$ cat config.mk
export PLATFORM = sky130hd
export DESIGN_NAME = irrigation_scheduler
export DESIGN_NICKNAME = d
export VERILOG_FILES = /design/src/rtl/irrig_pkg.sv /design/src/rtl/phase_timer.sv /design/src/rtl/irrigation_scheduler.sv
export SDC_FILE = /design/constraint.sdc
export NUM_CORES = 1
export LEC_CHECK = 0
export CAP_MARGIN = 20
export CORE_MARGIN = 1.5
export CORE_UTILIZATION = 45
export DETAILED_ROUTE_END_ITERATION = 16
export PLACE_DENSITY = 0.79
export SYNTH_ARGS = -nofsm -noshare
export SYNTH_HDL_FRONTEND = slang
export SYNTH_SLANG_ARGS = --single-unit
export TNS_END_PERCENT = 50
$ cat constraint.sdc
create_clock -name clock -period 2.3 [get_ports clock]
set_input_delay 0.46 -clock clock [delete_from_list [all_inputs] [get_ports clock]]
set_output_delay 0.46 -clock clock [all_outputs]
set_load 0.03 [all_outputs]
$ cat src/rtl/irrig_pkg.sv
// Shared types for the irrigation sequencer: state and error encodings, actuator bit positions.
package irrig_pkg;

  typedef enum logic [2:0] {
    ST_IDLE  = 3'd0,
    ST_FILL  = 3'd1,
    ST_DOSE  = 3'd2,
    ST_MIX   = 3'd3,
    ST_IRRIG = 3'd4,
    ST_DRAIN = 3'd5,
    ST_ALARM = 3'd6
  } state_t;

  typedef enum logic [1:0] {
    ERR_NONE     = 2'b00,
    ERR_CRIT     = 2'b01,
    ERR_FILL_TO  = 2'b10,
    ERR_DRAIN_TO = 2'b11
  } err_t;

  localparam int unsigned ACT_VE    = 0;
  localparam int unsigned ACT_VS    = 1;
  localparam int unsigned ACT_DOS   = 2;
  localparam int unsigned ACT_DRENO = 3;
  localparam int unsigned ACT_W     = 4;

  // One actuator per state at most, so exclusion holds by construction.
  function automatic logic [ACT_W-1:0] act_decode(input state_t s);
    logic [ACT_W-1:0] a;
    a = '0;
    case (s)
      ST_FILL:  a[ACT_VE]    = 1'b1;
      ST_IRRIG: a[ACT_VS]    = 1'b1;
      ST_DOSE:  a[ACT_DOS]   = 1'b1;
      ST_DRAIN: a[ACT_DRENO] = 1'b1;
      default:  a = '0;
    endcase
    return a;
  endfunction

endpackage

$ cat src/rtl/phase_timer.sv
// Shared phase counter: clears on state entry, counts while enabled, flags the terminal count.
module phase_timer #(
  parameter int unsigned TW = 7
) (
  input  logic          clock,
  input  logic          reset,
  input  logic          clear,
  input  logic          enable,
  input  logic [TW-1:0] limit,
  output logic          done
);

  logic [TW-1:0] count;

  always_ff @(posedge clock) begin
    if (reset || clear)
      count <= '0;
    else if (enable)
      count <= count + 1'b1;
  end

  assign done = (count == limit);

endmodule

$ cat src/rtl/irrigation_scheduler.sv
// Tank/irrigation phase sequencer (Moore). Define TIMEOUT_WATCHDOG_EN to enable FILL/DRAIN
// watchdog timeouts; without it those phases wait indefinitely for the level sensors.
module irrigation_scheduler
  import irrig_pkg::*;
#(
  parameter int unsigned DOSE_CYCLES  = 8,
  parameter int unsigned MIX_CYCLES   = 16,
  parameter int unsigned FILL_TIMEOUT = 64,
  parameter int unsigned CLEAN_EVERY  = 4,
  parameter int unsigned TW           = 7
) (
  input  logic       clock,
  input  logic       reset,
  input  logic       req_irrig,
  input  logic       adb,
  input  logic       low,
  input  logic       high,
  input  logic       critico,
  input  logic       ack,
  output logic       ve,
  output logic       vs,
  output logic       dos,
  output logic       dreno,
  output logic       alarm,
  output logic       busy,
  output logic [2:0] state_o,
  output logic [1:0] err
);

  localparam int unsigned CW = $clog2(CLEAN_EVERY + 1);
  localparam logic [CW-1:0] CLEAN_MAX = CW'(CLEAN_EVERY);
  localparam logic [TW-1:0] DOSE_LAST = TW'(DOSE_CYCLES - 1);
  localparam logic [TW-1:0] MIX_LAST  = TW'(MIX_CYCLES - 1);
  localparam logic [TW-1:0] FILL_LAST = TW'(FILL_TIMEOUT - 1);

  state_t          state, state_nx;
  err_t            err_q, err_nx;
  logic [CW-1:0]   clean_cnt, clean_nx;
  logic            adb_lat, adb_nx;
  logic [TW-1:0]   tlimit;
  logic            ten, tclr, tdone;
  logic            fault;
  logic [ACT_W-1:0] act;

  // Contradictory level sensors are treated exactly like the critical input.
  assign fault = critico | (high & low);

  phase_timer #(.TW(TW)) u_timer (
    .clock  (clock),
    .reset  (reset),
    .clear  (tclr),
    .enable (ten),
    .limit  (tlimit),
    .done   (tdone)
  );

  always_comb begin
    tlimit = '1;
    ten    = 1'b0;
    case (state)
      ST_DOSE:  begin tlimit = DOSE_LAST; ten = 1'b1; end
      ST_MIX:   begin tlimit = MIX_LAST;  ten = 1'b1; end
      ST_FILL,
      ST_DRAIN: begin
        tlimit = FILL_LAST;
`ifdef TIMEOUT_WATCHDOG_EN
        ten    = 1'b1;
`else
        ten    = 1'b0;
`endif
      end
      default:  begin tlimit = '1; ten = 1'b0; end
    endcase
  end

  always_comb begin
    state_nx = state;
    err_nx   = err_q;
    clean_nx = clean_cnt;
    adb_nx   = adb_lat;
    if (state != ST_ALARM && fault) begin
      state_nx = ST_ALARM;
      err_nx   = ERR_CRIT;
    end else begin
      case (state)
        ST_IDLE: begin
          if (clean_cnt == CLEAN_MAX) begin
            state_nx = ST_DRAIN;
          end else if (req_irrig) begin
            adb_nx = adb;
            if (!high)    state_nx = ST_FILL;
            else if (adb) state_nx = ST_DOSE;
            else          state_nx = ST_IRRIG;
          end
        end
        ST_FILL: begin
          if (high) begin
            state_nx = adb_lat ? ST_DOSE : ST_IRRIG;
          end
`ifdef TIMEOUT_WATCHDOG_EN
          else if (tdone) begin
            state_nx = ST_ALARM;
            err_nx   = ERR_FILL_TO;
          end
`endif
        end
        ST_DOSE:  if (tdone) state_nx = ST_MIX;
        ST_MIX:   if (tdone) state_nx = ST_IRRIG;
        ST_IRRIG: begin
          if (low || !req_irrig) begin
            state_nx = ST_IDLE;
            if (clean_cnt != CLEAN_MAX) clean_nx = clean_cnt + 1'b1;
          end
        end
        ST_DRAIN: begin
          if (low) begin
            state_nx = ST_IDLE;
            clean_nx = '0;
          end
`ifdef TIMEOUT_WATCHDOG_EN
          else if (tdone) begin
            state_nx = ST_ALARM;
            err_nx   = ERR_DRAIN_TO;
          end
`endif
        end
        ST_ALARM: begin
          if (ack && !fault) begin
            state_nx = ST_IDLE;
            err_nx   = ERR_NONE;
          end
        end
        default: state_nx = ST_IDLE;
      endcase
    end
  end

  // Any state change restarts the shared timer so every phase begins at zero.
  assign tclr = (state_nx != state);

  always_ff @(posedge clock) begin
    if (reset) begin
      state     <= ST_IDLE;
      err_q     <= ERR_NONE;
      clean_cnt <= '0;
      adb_lat   <= 1'b0;
    end else begin
      state     <= state_nx;
      err_q     <= err_nx;
      clean_cnt <= clean_nx;
      adb_lat   <= adb_nx;
    end
  end

  assign act     = act_decode(state);
  assign ve      = act[ACT_VE];
  assign vs      = act[ACT_VS];
  assign dos     = act[ACT_DOS];
  assign dreno   = act[ACT_DRENO];
  assign alarm   = (state == ST_ALARM);
  assign busy    = (state != ST_IDLE);
  assign state_o = state;
  assign err     = err_q;

endmodule
**Word-level counts from Yosys, hierarchy flattened**

Cells that the tools add are included.

- Bitwise operators: 4
- Reductions and logical operators: 16
- $add $sub $neg: 2
- Multiplexer cells: 26
- Eq/ne operators: 14

Operators with widths:

| cell | number |
|---|---|
| $mux 3 | 15 |
| $pmux 3 s7 | 1 |
| $pmux 7 s3 | 1 |
| $eq 3x3->1 const B | 4 |
| $mux 1 | 8 |
| $add 7x1->7 const B | 1 |
| $eq 7x7->1 | 1 |
| $eq 3x2->1 const B | 2 |
| $ne 2x2->1 const B | 3 |
| $ne 3x3->1 const B | 2 |
| $pmux 3 s2 | 1 |
| $reduce_bool 2->1 | 3 |
| $reduce_and 5->1 | 1 |
| $reduce_and 4->1 | 1 |
| $reduce_or 2->1 | 2 |
| $add 3x1->3 const B | 1 |
| $eq 3x1->1 const B | 1 |
| $logic_not 3->1 | 1 |
| $ne 3x3->1 | 1 |
| $reduce_bool 3->1 | 1 |
| $logic_and 1x1->1 | 2 |
| $logic_not 1->1 | 2 |
| $logic_or 1x1->1 | 2 |
| $not 1->1 | 2 |
| other kinds (3) | 3 |

- Output and inout port bits: 11
- Register bits: 15
- Input bits: 8

**Logic depth before layout (Yosys ltp)**

Gate-level depths: netlist (run 1).

- Depth after elaboration: 9
- Gate-level depth with buffers: 8
- Gate-level depth less buffers: 8

**By module**

From an unflattened synthesis (run 1), not the netlist that was laid out.

- Cells, all modules: 139
- Area, all modules: 1119.8 um2

Modules (own cells, without submodules):

| module | area each (um2) | sequential area each (um2) | cells each | instances |
|---|---|---|---|---|
| irrigation_scheduler | 745.7 | 160.2 | 97 | 1 |
| phase_timer | 374.1 | 140.1 | 42 | 1 |

**Least setup slack after synthesis (run 1)**

OpenSTA, ideal clock, no wires.

- Path kind: reg2reg
- From: register state[1] (netlist: state_o[1])
- To: register u_timer.count[0]
- Path buffers: 0
- Data required time: 2.161 ns
- Stages on the path, launching flop included: 7
- Path slack: 0.200 ns
- Library setup time: 0.139 ns
- Period minus slack after synthesis: 2.100 ns
- Arrival time: 1.962 ns
- Cell sequence: dfxtp_1 -> nand2b_1 -> nor2_1 -> nand3_1 -> o221a_4 -> mux2i_2 -> nor4_1

- Cells in the longest elaborated chain, start to end: 9

Ends and longest elaborated chain:

| what | line | source |
|---|---|---|
| start, declared | irrigation_scheduler.sv:36 | `state_t state, state_nx;` |
| start signal, assigned | irrigation_scheduler.sv:148 | `state <= state_nx;` |
| $eq 3x3->1 / $eq 3x1->1 (equally long branches) | irrigation_scheduler.sv:60, irrigation_scheduler.sv:85 |  |
| $reduce_or 2->1 | irrigation_scheduler.sv:60 | `case (state)` |
| $pmux 7 s3 | irrigation_scheduler.sv:60 |  |
| $eq 7x7->1 | phase_timer.sv:22 | `assign done = (count == limit);` |
| $mux 3 (on tied branches) | irrigation_scheduler.sv:108, irrigation_scheduler.sv:107 |  |
| $pmux 3 s7 | irrigation_scheduler.sv:85 | `case (state)` |
| $mux 3 | irrigation_scheduler.sv:81 | `if (state != ST_ALARM && fault) begin` |
| $ne 3x3->1 | irrigation_scheduler.sv:139 | `assign tclr = (state_nx != state);` |
| $logic_or 1x1->1 | phase_timer.sv:16 | `if (reset \|\| clear)` |
| end signal, assigned | phase_timer.sv:19 | `count <= count + 1'b1;` |
| end, declared | phase_timer.sv:13 | `logic [TW-1:0] count;` |

Several ways; a longest one is shown, not always the timed one.
A chain may end at the register's enable or synchronous reset.

**Worst setup path in the final report (run 1)**

- From: register state[2] (netlist: state_o[2])
- To: output busy

- Cells in the longest elaborated chain, start to end: 1

Ends and longest elaborated chain:

| what | line | source |
|---|---|---|
| $reduce_bool 3->1 | irrigation_scheduler.sv:161 | `assign busy = (state != ST_IDLE);` |
| end, declared | irrigation_scheduler.sv:25 | `output logic busy,` |

Every way passes these cells.

==> flow_summary_export.csv, run 1 <==
group,metric,value,unit
critical_path,worstSetupStartpointType,"flip-flop",
sta,finalHoldWorstSlack,0.5235,ns
clocking,insertion_delay,0.29,ns
yosys,ys_top_cells_by_count,"nor2_1, dfxtp_1, nand2_1",
yosys,yosys.cell_types.count,39,
worst_hold_path,hold_start,"u_timer.count[1]$_SDFFE_PP0P_",
flow_run,maxCapViolCount,0,
drt,firstDrtPassIters,4,
power_and_ir_drop,p_per_area,468.2,nW/um^2
global_route,antenna_found_initial,0,
finish,final_nets,159,
power_and_ir_drop,p_leak,0.4794,nW
yosys,synth_top_cell_area_share,30.08,%
drt,drtIter0Drc,43,
finish,diodes,0,
floorplan,fp-row-count,16,
floorplan,die_area,2511,um^2
power_and_ir_drop,p_sw,190.7,uW
drt,wl_per_cell,13.91,um
sta,finalWorstPathRequiredPeriod,2.148,ns
global_route,first_global_vias,943,
clocking,numClockSinks,15,
sta,finalSetupViolCount,0,
floorplan,initial_core_util,49.38,%
finish,instances_no_fill,174,
clocking,h-tree-depth,1,
status,status,"finished clean",
placement,gp_congestion,0.8087,
sta,fin_crit_sh,93.41,%
yosys,async_flop_share,0,%
floorplan,io_pins,19,
critical_path,cp.required,1.84,ns
sta,rsz0062_at_grt,"false",
global_route,grt_max_degree,16,
global_route,grt_pass1_wl,4.167,mm
placement,dpl.cell_count,170,
global_route,grtUsageTotal,21.82,%
global_route,grt.overflow.total,0,
yosys,ys_seq_area_share,30.08,%
floorplan,die_w,50.11,um
critical_path,cp-end-kind,"output port",
clocking,numCtsBuffers,3,
clocking,cts_root_buffer,"clkbuf_4",
yosys,ys_top_cells_by_area,"dfxtp_1, nor2_1, nand2_1, nor4_1, xnor2_1",
clocking,cts_buffer_depth,2,
power_and_ir_drop,p_clk_share,25.8,%
placement,post-dp-hpwl,1.868,mm
sta,drv_slew,0,
sta,final_hold_viol_count,0,
floorplan,core_area,2022,um^2
placement,pre_cts_slack,-0.04265,ns
yosys,synth_cells,122,
critical_path,path_max_fanout,15,
power_and_ir_drop,seqPwrFrac,47.7,%
critical_path,criticalPathCategory,"flip-flop to output port",
floorplan,die_h,50.11,um
yosys,yosysWarnings,0,
yosys,syn_nets,133,
yosys,ys.flop_type,"dfxtp_1",
power_and_ir_drop,internal_power,404.5,uW
critical_path,worstSetupStartpoint,"state_o[2]$_SDFF_PP0_",
power_and_ir_drop,p_comb_share,26.5,%
clocking,tritoncts,"built",
yosys,yosysMostFrequentCell,"nor2_1",
yosys,syn_area,998.5,um^2
critical_path,worst_ep_arrival_time,1.69,ns
power_and_ir_drop,vdd_ir_drop_max,0.0004047,V
sta,setup_ws,0.1515,ns
yosys,synth_edf_count,0,
clocking,cts.clk_slew.worst_paths,0.09,ns
drt,vias_per_cell,5.736,
sta,tns,0,ns
worst_hold_path,hp-class,"flip-flop to flip-flop",
drt,route.detailed.drc,0,
finish,drive_gt1_share,17.69,%
sta,fmax,0.4654,GHz
finish,synthToLayoutAreaGrowth,27.32,%
drt,vias,998,
sta,clock_skew,0.009794,ns
drt,finalWirelength,2.421,mm
yosys,synth-seq-cells,15,
power_and_ir_drop,power_switching_share,32.04,%
yosys,syn_avg_cell_area,8.184,um^2
drt,ant_nets,0,
critical_path,r2r_start,"u_timer.count[0]$_SDFFE_PP0P_",
placement,port_buffers,17,
yosys,synth.largest_area_cell,"dfxtp_1",
==> cells in the final DEF (no fill, tap or decap), types with 3 or more instances in the layout <==
cell,n
xnor2_1,5
ha_1,3
xor2_1,3
nand2_1,12
a21oi_1,3
clkdlybuf4s50_1,13
buf_4,8
nand3b_1,3
dfxtp_2,3
inv_1,6
dfxtp_1,12
nand3_1,5
clkbuf_4,3
nor3_1,5
nor2_1,16
mux2i_1,3
nand2b_1,3
dlygate4sd2_1,3
nor4_1,7
==> worst paths after layout <==
check | endpoint | slack, ns | depth (start not counted)
worst max register to register | u_timer.count[4]$_SDFFE_PP0P_ | 0.17 | 7
worst min-delay path | u_timer.count[1]$_SDFFE_PP0P_ | 0.52 | 2
worst max-delay path | busy | 0.15 | 3
worst min register to register | u_timer.count[1]$_SDFFE_PP0P_ | 0.52 | 2
==> cell type report <==
cell class,instances,area (um^2)
inverters,6,22.52
repair buffers,25,229.0
fillers,187,750.7
well taps,27,33.78
multi-input cells,97,655.6
flip-flops and latches,15,304.0
clock buffers,4,26.28
==> registers in the layout, summed over array words and instances (netlist names) <==
signal	count
u_timer.count	7
clean_cnt	3
state_o	3
adb_lat	1
err	1
==> critical path, stage by stage (launching register included) <==
cell and delay, ns:
dfxtp_2 0.41, nor3_2 0.31, inv_1 0.07, clkdlybuf4s50_1 0.60
==> cell families after synthesis <==
kind of cell | synth area share [%]
AOI/OAI and AO/OA | 16.17
xor gates and xnor gates | 7.018
adders and majority gates | 3.760
buffers and inverters | 4.761
DFF | 30.08
muxes | 4.386
other | 0.3756
and+or+nand+nor | 33.46
==> what timing repair did <==
item / in CTS / in global routing
setup buffers: 0 / 0
pin swaps: 0 / 0
hold buffers: 0 / 0
cloned: 0 / 0
endpoints found under the setup margin: 5 / 8
gates resized for setup: 6 / 2
==> through the flow <==
step | power [mW] | area (um^2) | util [%]
CTS | 0.6008 | 1267 | 62.69
global placement | 0.4439 | 1237 | 61.20
detailed placement | 0.4473 | 1237 | 61.20
floorplan | 0.3803 | 998.5 | -
global route | 0.6287 | 1271 | 62.87
finish | 0.5951 | 1271 | 62.87
==> per-layer routing <==
metal,wire [um],up-vias,share of wire (%),GRT usage (%)
met5,0,-,0,0
met4,27,0,1.1,8.333
met3,116,5,4.8,5.455
met2,1207,27,50,36.18
met1,1070,476,44,26.82
li1,-,490,-,-
==> power groups by stage <==
| stage | Combinational (mW) | Sequential, mW | Clock (mW) |
|---|---|---|---|
| final | 0.158 | 0.284 | 0.154 |
| after global routing | 0.170 | 0.286 | 0.173 |
| after CTS | 0.157 | 0.284 | 0.160 |
| after detailed placement | 0.159 | 0.289 | 0 |
| after global placement | 0.157 | 0.287 | 0 |
| after floorplan | 0.0918 | 0.288 | 0 |
No activity file was read; power rests on OpenSTA's default activity.
==> inputs of run 2 (changes only) <==
--- a/config.mk
+++ b/config.mk
@@ -8,8 +8,10 @@
 export CAP_MARGIN = 20
 export CORE_MARGIN = 1.5
 export CORE_UTILIZATION = 45
+export CTS_CLUSTER_DIAMETER = 50
 export DETAILED_ROUTE_END_ITERATION = 16
 export PLACE_DENSITY = 0.79
+export REMOVE_ABC_BUFFERS = 1
 export SYNTH_ARGS = -nofsm -noshare
 export SYNTH_HDL_FRONTEND = slang
 export SYNTH_SLANG_ARGS = --single-unit
==> flow_summary_export.csv, run 2 (synthesis results as in run 1) <==
group,metric,value,unit
finish,seqCellArea,302.8,um^2
finish,largest_reg_flops,7,
critical_path,slowest_delay,0.60,ns
critical_path,path_max_fanout,15,
sta,setup_ws,0.1134,ns
critical_path,critical_path.cell_chain,"nor3_2, inv_1, clkdlybuf4s50_1",
clocking,cts.clk_slew.worst_paths,0.10,ns
global_route,first_global_vias,1020,
sta,drv_slew,0,
clocking,insertion_delay,0.30,ns
global_route,grt_pass1_wl,4.540,mm
sta,clock_skew,0.003280,ns
placement,dpl.cell_count,172,
finish,diodes,0,
critical_path,worstSetupStartpointType,"flip-flop",
finish,drive_gt1_share,18.12,%
clocking,ctsHoldBuffers,0,
global_route,grtUsageTotal,23.76,%
worst_hold_path,holdPathStages,2,
power_and_ir_drop,internal_power,408.4,uW
floorplan,die_h,50.11,um
floorplan,core_area,2022,um^2
finish,n_fill_cell,183,
power_and_ir_drop,p_per_area,476.6,nW/um^2
finish,top_register,"u_timer.count",
power_and_ir_drop,p_comb_share,26.9,%
status,status,"finished clean",
placement,gp_congestion,0.8319,
global_route,grt.overflow.total,0,
sta,rsz0062_at_grt,"false",
placement,post-dp-hpwl,1.959,mm
clocking,numClockSinks,15,
clocking,numCtsBuffers,3,
critical_path,cp-end-kind,"output port",
global_route,antenna_found_initial,0,
drt,wl_per_cell,14.84,um
critical_path,worst_ep_arrival_time,1.73,ns
finish,synthToLayoutAreaGrowth,29.07,%
power_and_ir_drop,vdd_ir_drop_max,0.0003506,V
power_and_ir_drop,power_switching_share,33.51,%
finish,instances_no_fill,176,
placement,postPlaceCellArea,1252,um^2
critical_path,criticalPathCategory,"flip-flop to output port",
finish,multiInputGateArea,655.6,um^2
floorplan,fp-row-count,16,
sta,finalWorstPathRequiredPeriod,2.187,ns
critical_path,crit_buf_inv,2,
placement,port_buffers,17,
finish,final_common_cell,"nor2_1",
sta,fin_crit_sh,95.07,%
drt,firstDrtPassIters,4,
critical_path,crit_family,"buffers and inverters",
floorplan,die_area,2511,um^2
drt,vias_per_cell,5.744,
power_and_ir_drop,p_leak,0.4996,nW
drt,vias,1011,
critical_path,cp.required,1.84,ns
sta,finalSetupViolCount,0,
power_and_ir_drop,p_sw,205.8,uW
power_and_ir_drop,seqPwrFrac,45.9,%
placement,pre_cts_slack,-0.1259,ns
critical_path,crit_slowest_cell,"clkdlybuf4s50_1",
drt,finalWirelength,2.612,mm
floorplan,die_w,50.11,um
sta,fmax,0.4573,GHz
global_route,grt_max_degree,16,
critical_path,crit_cells,3,
drt,route.detailed.drc,0,
worst_hold_path,hp-class,"flip-flop to flip-flop",
clocking,tritoncts,"built",
power_and_ir_drop,p_clk_share,27.2,%
floorplan,io_pins,19,
flow_run,maxCapViolCount,0,
finish,final_nets,161,
finish,design_area,1289,um^2
floorplan,initial_core_util,49.38,%
drt,drtIter0Drc,46,
sta,final_hold_viol_count,0,
drt,ant_nets,0,
clocking,cts_root_buffer,"clkbuf_4",
clocking,cts_buffer_depth,2,
clocking,h-tree-depth,1,
finish,final_cell_mix,"nor2_1, dfxtp_1, clkdlybuf4s50_1",
critical_path,r2r_cells,6,
[run 2: cell count changes in the layout (fill, tap and decap cells not counted)]
| cell | change |
|---|---|
| buf_4 | +2 |
| dfxtp_2 | -1 |
| dlygate4sd2_1 | -1 |
| dfxtp_1 | +1 |
| dlymetal6s2s_1 | +1 |
[run 2: worst reg2reg max path, cell delays in order (launching register included)]
cell	delay [ns]
dfxtp_1	0.54
and2b_1	0.26
nor4b_1	0.32
nor3_1	0.13
o221a_4	0.27
mux2i_2	0.21
nor4_1	0.35
[run 2: layout make-up]
type,count,share of cell area [%]
Multi-Input combinational cell,97,50.87
Clock buffer,4,2.039
Inverter,6,1.748
Tap cell,27,2.621
Timing Repair Buffer,27,19.22
Sequential cell,15,23.50
[run 2: path summary, 6_finish.rpt]
kind | startpoint | end | slack [ns]
max | state_o[2]$_SDFF_PP0_ | busy | 0.11
min | u_timer.count[1]$_SDFFE_PP0P_ | u_timer.count[1]$_SDFFE_PP0P_ | 0.52
max reg2reg | state_o[1]$_SDFF_PP0_ | u_timer.count[4]$_SDFFE_PP0P_ | 0.13
min reg2reg | u_timer.count[1]$_SDFFE_PP0P_ | u_timer.count[1]$_SDFFE_PP0P_ | 0.52
[run 2: layer usage]
metal | wire (um) | track usage, %
met5 | 0 | 0
met4 | 59 | 10.19
met3 | 113 | 3.939
met2 | 1255 | 37.72
met1 | 1183 | 31.46
[run 2: power by group through the flow]
stage / Combinational, mW / Clock (mW) / Sequential [mW]
2_1_floorplan: 0.0816 / 0 / 0.294
3_3_place_gp: 0.161 / 0 / 0.287
3_5_place_dp: 0.164 / 0 / 0.286
4_1_cts: 0.164 / 0.164 / 0.281
5_1_grt: 0.177 / 0.171 / 0.283
6_report: 0.165 / 0.167 / 0.282
[run 2: metrics by stage]
step	total power [mW]	hold slack [ns]	TNS [ns]	util (%)
after detailed placement	0.4501	0.5015	-0.3848	61.94
final	0.6142	0.5167	0	63.74
after global placement	0.4474	0.4965	0	61.94
after global routing	0.6314	0.5394	0	63.74
after floorplan	0.3755	0.4789	0	-
after CTS	0.6091	0.5170	0	63.43
[run 2: repair_timing]
action,4_1_cts,5_1_grt
setup endpoints to repair,5,6
resized for setup,4,3
endpoints found under the hold margin,0,0
buffers inserted,0,0
